[config.mk]
export PLATFORM = sky130hd
export DESIGN_NAME = butterfly_fetch
export DESIGN_NICKNAME = d
export VERILOG_FILES = /design/src/rtl/butterfly_pkg.sv /design/src/rtl/butterfly_fetch_fifo.sv /design/src/rtl/butterfly_fetch.sv
export SDC_FILE = /design/constraint.sdc
export NUM_CORES = 1
export LEC_CHECK = 0
export CORE_ASPECT_RATIO = 0.5
export CORE_MARGIN = 2
export CORE_UTILIZATION = 43
export DETAILED_ROUTE_END_ITERATION = 6
export GPL_ROUTABILITY_DRIVEN = 0
export PLACE_DENSITY = 0.74
export REMOVE_ABC_BUFFERS = 1
export SYNTH_ARGS = -nofsm -noshare
export SYNTH_HDL_FRONTEND = slang
export SYNTH_SLANG_ARGS = --single-unit
[constraint.sdc]
create_clock -name clk -period 8.7 [get_ports clk]
set_clock_uncertainty 0.2 [all_clocks]
set_input_delay 2.175 -clock clk [delete_from_list [all_inputs] [get_ports clk]]
set_output_delay 2.175 -clock clk [all_outputs]
set_load 0.03 [all_outputs]
[src/rtl/butterfly_pkg.sv]
// butterfly_pkg: shared types, opcodes and fetch-unit definitions for the ButterFly RV32IM core
package butterfly_pkg;
    typedef logic [31:0] word_t;
    localparam logic [6:0] OPCODE_BRANCH = 7'b1100011;
    localparam logic [6:0] OPCODE_JAL    = 7'b1101111;
    localparam logic [6:0] OPCODE_JALR   = 7'b1100111;
    localparam word_t RESET_PC_DEFAULT = 32'h0000_0000;
    typedef struct packed {
        word_t pc;
        word_t instr;
    } fetch_entry_t;
    typedef enum logic [1:0] {FS_BOOT, FS_RUN, FS_FLUSH} fetch_state_e;
endpackage

[src/rtl/butterfly_fetch_fifo.sv]
// butterfly_fetch_fifo: synchronous FIFO with flush and a registered head that holds its last value when empty
module butterfly_fetch_fifo #(
    parameter int WIDTH = 64,
    parameter int DEPTH = 4
) (
    input  logic                       clk,
    input  logic                       rst,
    input  logic                       i_flush,
    input  logic                       i_push,
    input  logic [WIDTH-1:0]           i_din,
    input  logic                       i_pop,
    output logic [WIDTH-1:0]           o_dout,
    output logic [$clog2(DEPTH):0]     o_count
);
    localparam int AW = $clog2(DEPTH);
    localparam int CW = AW + 1;
    localparam logic [CW-1:0] FULL = CW'(DEPTH);
    logic [WIDTH-1:0] r_mem [DEPTH];
    logic [WIDTH-1:0] r_dout;
    logic [AW-1:0]    r_rd, r_wr, w_rd_n;
    logic [CW-1:0]    r_cnt, w_cnt_n;
    logic             w_pop, w_push;

    assign w_pop   = i_pop && r_cnt != '0;
    assign w_push  = i_push && (r_cnt != FULL || w_pop);
    assign w_rd_n  = r_rd + AW'(w_pop);
    assign w_cnt_n = r_cnt + CW'(w_push) - CW'(w_pop);
    assign o_dout  = r_dout;
    assign o_count = r_cnt;

    // storage write; contents need no reset since the head register gates visibility
    always_ff @(posedge clk) begin
        if (w_push && !i_flush) r_mem[r_wr] <= i_din;
    end

    // pointers, occupancy and the registered head (bypass when the pushed entry becomes the head)
    always_ff @(posedge clk or posedge rst) begin
        if (rst) begin
            r_rd   <= '0;
            r_wr   <= '0;
            r_cnt  <= '0;
            r_dout <= '0;
        end else if (i_flush) begin
            r_rd  <= '0;
            r_wr  <= '0;
            r_cnt <= '0;
        end else begin
            r_rd  <= w_rd_n;
            r_wr  <= r_wr + AW'(w_push);
            r_cnt <= w_cnt_n;
            if (w_cnt_n != '0) r_dout <= (w_push && w_rd_n == r_wr) ? i_din : r_mem[w_rd_n];
        end
    end
endmodule

[src/rtl/butterfly_fetch.sv]
// butterfly_fetch: credit-based instruction fetch with redirect flush; BUTTERFLY_FETCH_PREDECODE_EN adds branch/jump predecode
module butterfly_fetch
    import butterfly_pkg::*;
#(
    parameter word_t RESET_PC   = RESET_PC_DEFAULT,
    parameter int    FIFO_DEPTH = 4
) (
    input  logic        clk,
    input  logic        rst,
    output logic        imem_req_valid,
    input  logic        imem_req_ready,
    output logic [31:0] imem_req_addr,
    input  logic        imem_rsp_valid,
    input  logic [31:0] imem_rsp_data,
    input  logic        redirect_valid,
    input  logic [31:0] redirect_pc,
    output logic        if_valid,
    input  logic        if_ready,
    output logic [31:0] if_pc,
    output logic [31:0] if_instr
`ifdef BUTTERFLY_FETCH_PREDECODE_EN
    ,
    output logic        if_is_branch,
    output logic        if_is_jump
`endif
);
    localparam int CW = $clog2(FIFO_DEPTH) + 1;
    localparam logic [CW:0] DEPTH_W = (CW+1)'(FIFO_DEPTH);
`ifdef BUTTERFLY_FETCH_PREDECODE_EN
    localparam int EW = $bits(fetch_entry_t) + 2;
`else
    localparam int EW = $bits(fetch_entry_t);
`endif
    fetch_state_e  r_state;
    word_t         r_fetch_pc;
    logic [CW-1:0] r_drop_cnt;
    logic [CW-1:0] w_outstanding, w_fifo_cnt, w_out_n, w_drop_n;
    logic [CW:0]   w_used;
    logic          w_fire, w_push;
    word_t         w_rsp_pc;
    fetch_entry_t  w_push_ent, w_head_ent;
    logic [EW-1:0] w_din, w_dout;

    assign w_used         = {1'b0, w_outstanding} + {1'b0, w_fifo_cnt};
    assign imem_req_valid = (r_state != FS_BOOT) && (w_used < DEPTH_W);
    assign imem_req_addr  = r_fetch_pc;
    assign w_fire         = imem_req_valid && imem_req_ready;
    assign w_out_n        = w_outstanding + CW'(w_fire) - CW'(imem_rsp_valid);
    assign w_drop_n       = redirect_valid ? w_out_n : r_drop_cnt - CW'(imem_rsp_valid && r_drop_cnt != '0);
    assign w_push         = imem_rsp_valid && r_drop_cnt == '0 && !redirect_valid;
    assign w_push_ent     = '{pc: w_rsp_pc, instr: imem_rsp_data};
`ifdef BUTTERFLY_FETCH_PREDECODE_EN
    assign w_din = {imem_rsp_data[6:0] == OPCODE_BRANCH,
                    imem_rsp_data[6:0] == OPCODE_JAL || imem_rsp_data[6:0] == OPCODE_JALR,
                    w_push_ent};
    assign {if_is_branch, if_is_jump, w_head_ent} = w_dout;
`else
    assign w_din      = w_push_ent;
    assign w_head_ent = w_dout;
`endif
    assign if_pc    = w_head_ent.pc;
    assign if_instr = w_head_ent.instr;
    assign if_valid = w_fifo_cnt != '0;

    // fetch FSM: state follows whether stale responses remain to be dropped
    always_ff @(posedge clk or posedge rst) begin
        if (rst) begin
            r_state    <= FS_BOOT;
            r_fetch_pc <= RESET_PC & ~32'd3;
            r_drop_cnt <= '0;
        end else begin
            r_state    <= (w_drop_n != '0) ? FS_FLUSH : FS_RUN;
            r_fetch_pc <= redirect_valid ? (redirect_pc & ~32'd3) : r_fetch_pc + (w_fire ? 32'd4 : 32'd0);
            r_drop_cnt <= w_drop_n;
        end
    end

    // PCs of outstanding requests; its occupancy is the outstanding count
    butterfly_fetch_fifo #(.WIDTH(32), .DEPTH(FIFO_DEPTH)) u_pcq (
        .clk     (clk),
        .rst     (rst),
        .i_flush (1'b0),
        .i_push  (w_fire),
        .i_din   (r_fetch_pc),
        .i_pop   (imem_rsp_valid),
        .o_dout  (w_rsp_pc),
        .o_count (w_outstanding)
    );

    // instruction buffer toward decode, emptied on redirect
    butterfly_fetch_fifo #(.WIDTH(EW), .DEPTH(FIFO_DEPTH)) u_ibuf (
        .clk     (clk),
        .rst     (rst),
        .i_flush (redirect_valid),
        .i_push  (w_push),
        .i_din   (w_din),
        .i_pop   (if_ready),
        .o_dout  (w_dout),
        .o_count (w_fifo_cnt)
    );
endmodule

==> metrics.txt <==
GRT overflow 0; initial core utilization 43.8%; Die ar. 0.0500 mm²; status finished, final reports clean; most frequent cells in the layout 368 x edfxtp_1, 161 x clkdlybuf4s50_1, 141 x dfrtp_1, 115 x nor2_1, 107 x a31oi_1; final non-filler cell area between 0.02 and 0.025 mm²; Syn Inst Count 1314; # hold bufs at CTS 0; final hold violation count 0; Synth Area in Simple Gates ~7.4%; clock power share approximately a quarter; Crit path top cell by count inv_1; Vias between 10000 and 15000; CP Capture Type flip-flop; largest family of logic cells by synthesized area multiplexers; largest net degree at the start of global routing 125; Finished Layout Cells 2133; Critical Path RT 8.86 ns; overall die width roughly 310 µm; Slew Viols, Final 0; CTS tree yes; met2 routed WL roughly 24000 µm; Post-DRT Antenna Nets 0; sequential-to-total area share from yosys stat 70.4%; FF-to-FF Start u_pcq.o_count[2]; number of library cell types mapped by synthesis between 50 and 60; Root Buffer clkbuf_16; Primary FF master, synth edfxtp_1; global-route wire length before repair around 74000 µm; Post-synth EDFFs around 370; PwrDens roughly 360 mW/mm²; xor/xnor share of the synthesized area ~1.4%; Detailed Place HPWL approximately 27000 µm; area grow syn2layout 19.2%; Critical Path Start imem_rsp_valid; Critical Path Stages 12; Pre-antenna DRT Iters 5; fillers about 3800; post-cts sizing count 0; Avg Inst Size Synth between 15 and 20 µm²; clock buffer depth 3; crit-path max FO 60; crit path time final ~5.7 ns; top layer in use met4; synthesis-stage register bit count between 500 and 600; r2r setup slk between 4 and 5 ns; Reg clk slew, reported paths ~0.060 ns; Post-DP Area around 0.023 mm²; fmax approximately 0.18 GHz; wl on met1 19500 µm; crit-path max cell delay around 0.89 ns; relative slew slack approximately a quarter; routed vias/inst 5.78; final WL about 47000 µm; worst path cell trace clkdlybuf4s50_1, nand4b_1, buf_4, nand2_1, inv_1, ha_1, inv_1, fa_1, xor3_1, or3_2, nor2_1, a31oi_1; Max-Cap Viols 0; adder-cell share of the synthesized area around 1.3%; CP endpoint u_pcq.o_dout[19]; Comb power frac 37.0%; Synth Cell Area just over 0.02 mm²; Met3 Wirelength about 2800 µm; initial antenna violation count 2; mux cell area share after synthesis around 10%; ys async rst share roughly 28%; compound-gate portion of the synthesized area under 10%; Layout Nets between 1500 and 2000; Hold WC Path Type flip-flop to flip-flop; DR WL/cell 22.2 µm; clk_lat worst skew about 0.56 ns; Least-Margin Pin Slew 1.12 ns; FP Rows 56; WP buf/inv 4; DIE HEIGHT between 150 and 200 µm; P_sw 0.00319 W; postcts setup bufs 0; number of global-route vias before repair ~13000; critical path startpoint category primary input; yosys warns 0; Overall Global Routing Usage a little under a fifth; Pint 0.00579 W; DR DRC count 0; clk sinks approximately 510; RSZ-0062 raised after global routing no; peak supply drop about 280 µV; Seq pwr share about 39%; Setup CP Type primary input to flip-flop; core area 0.0472 mm²; CTS Buf Count 47; period utilisation layout ~65%; Critical-path top delay cell or3_2; num ports 168; DRT iter0 DRCs 1172; critical path's top delay family simple AND/OR/NAND/NOR gates; switching share of power 35.5%; DP Worst Slack between 2 and 2.5 ns; signal arrival time at the worst endpoint 5.86 ns; layout cells sized above 1 between 10% and 20%; Port Buffer Count 161; placed insts 2044; commonest non-fill, non-tap cell in the layout edfxtp_1; RR Endpoint u_pcq.o_dout[19]; CTS H-Tree Depth 2; static leakage 8.20 nW; Final Setup Violations 0; setup slack after layout around 3 ns; R2R depth 14
==> routing by layer <==
layer  track usage, %  up-vias
met3             2.77       84
met1             25.3     6350
met2             32.3      442
li1                 -     5457
met4             6.30        0
met5                0        -
==> sequential cells by signal, indices dropped and copies added, names as in the netlist, 3 cells and up <==
| register | count |
|---|---|
| u_pcq.r_mem | 120 |
| r_drop_cnt | 3 |
| u_ibuf.o_dout | 62 |
| u_ibuf.r_mem | 248 |
| imem_req_addr | 30 |
| u_pcq.o_dout | 30 |
| u_ibuf.o_count | 3 |
| u_pcq.o_count | 3 |
==> per-stage QoR <==
| step | TNS, ns | total power, W | hold slack, ns | util [%] |
|---|---|---|---|---|
| finish | 0 | 0.00898 | 0.347 | 52.3 |
| global route | 0 | 0.00944 | 0.378 | 52.3 |
| CTS | 0 | 0.00903 | 0.348 | 52.2 |
| detailed placement | 0 | 0.00687 | 0.331 | 48.8 |
| global placement | 0 | 0.00679 | 0.331 | 48.8 |
| floorplan | -13.16 | 0.00573 | 0.296 | - |
==> power by group through the flow <==
stage	sequential (W)	clock, W	combinational [W]
2_1_floorplan	0.00371	0	0.00201
3_3_place_gp	0.00351	0	0.00327
3_5_place_dp	0.00353	0	0.00334
4_1_cts	0.00349	0.00219	0.00335
5_1_grt	0.00354	0.00229	0.00361
6_report	0.00349	0.00216	0.00332
==> cell usage after synthesis, drive strengths merged, types with 2 or more instances <==
master | n | share of area (%)
nor3 | 5 | 0.12
nor4 | 2 | 0.060
o31ai | 39 | 1.4
dfrtp | 141 | 17
xnor2 | 11 | 0.47
and2 | 4 | 0.13
edfxtp | 368 | 53
nor3b | 3 | 0.11
ha | 16 | 0.97
a31oi | 108 | 3.3
inv | 20 | 0.36
mux4 | 92 | 10
nand4 | 39 | 1.2
buf | 24 | 0.65
o31a | 4 | 0.18
or3 | 8 | 0.24
a21oi | 2 | 0.048
nand2 | 28 | 0.51
nor2 | 116 | 2.1
clkbuf | 73 | 1.4
and4 | 4 | 0.17
nor2b | 5 | 0.15
xnor3 | 3 | 0.33
xor2 | 11 | 0.47
o21ai | 81 | 2.0
and3 | 4 | 0.13
fa | 3 | 0.29
nand3 | 74 | 1.8
or4 | 11 | 0.40
==> layout make-up <==
| class | count | area [µm²] | area share, % |
|---|---|---|---|
| Inverter | 20 | 80.1 | 0.324 |
| Tap cell | 638 | 798 | 3.23 |
| Clock buffer | 59 | 1300 | 5.28 |
| Multi-Input combinational cell | 689 | 5750 | 23.3 |
| Clock inverter | 28 | 333 | 1.35 |
| Timing Repair Buffer | 188 | 1830 | 7.40 |
| Antenna cell | 2 | 5.00 | 0.0203 |
| Sequential cell | 509 | 14600 | 59.1 |
==> worst reg2reg max path, delay by kind of cell, from the launching register on <==
kind / cells / cell delay [ns]
flops: 1 / 0.46
compound gates: 2 / 0.24
simple gates: 4 / 1.60
fa+ha+maj: 3 / 0.82
xor+xnor: 1 / 0.38
buf+inv: 4 / 0.64
==> how the worst min path moves through the flow <==
stage	to	start	cells past startpoint	slack [ns]
3_5_place_dp	u_ibuf.r_mem[1][53]	u_pcq.o_dout[21]	0	0.33
3_3_place_gp	u_ibuf.r_mem[2][53]	u_pcq.o_dout[21]	0	0.33
5_1_grt	u_ibuf.o_dout[34]	u_ibuf.o_dout[34]	2	0.38
2_1_floorplan	u_ibuf.r_mem[0][34]	u_pcq.o_dout[2]	0	0.30
4_1_cts	u_ibuf.r_mem[1][53]	u_pcq.o_dout[21]	0	0.35
6_report	u_ibuf.r_mem[1][53]	u_pcq.o_dout[21]	0	0.35
==> cells by family (layout without fill, tap and decap cells) <==
| kind of cell | Yosys count | after routing |
|---|---|---|
| AO/OA/AOI/OAI | 238 | 238 |
| XOR/XNOR | 26 | 26 |
| adder cells (fa/ha/maj) | 19 | 19 |
| buffers and inverters | 119 | 295 |
| flip-flops | 509 | 509 |
| multiplexers | 93 | 93 |
| other | 1 | 6 |
| AND/OR/NAND/NOR | 309 | 309 |
No activity file was read; power rests on OpenSTA's default activity.
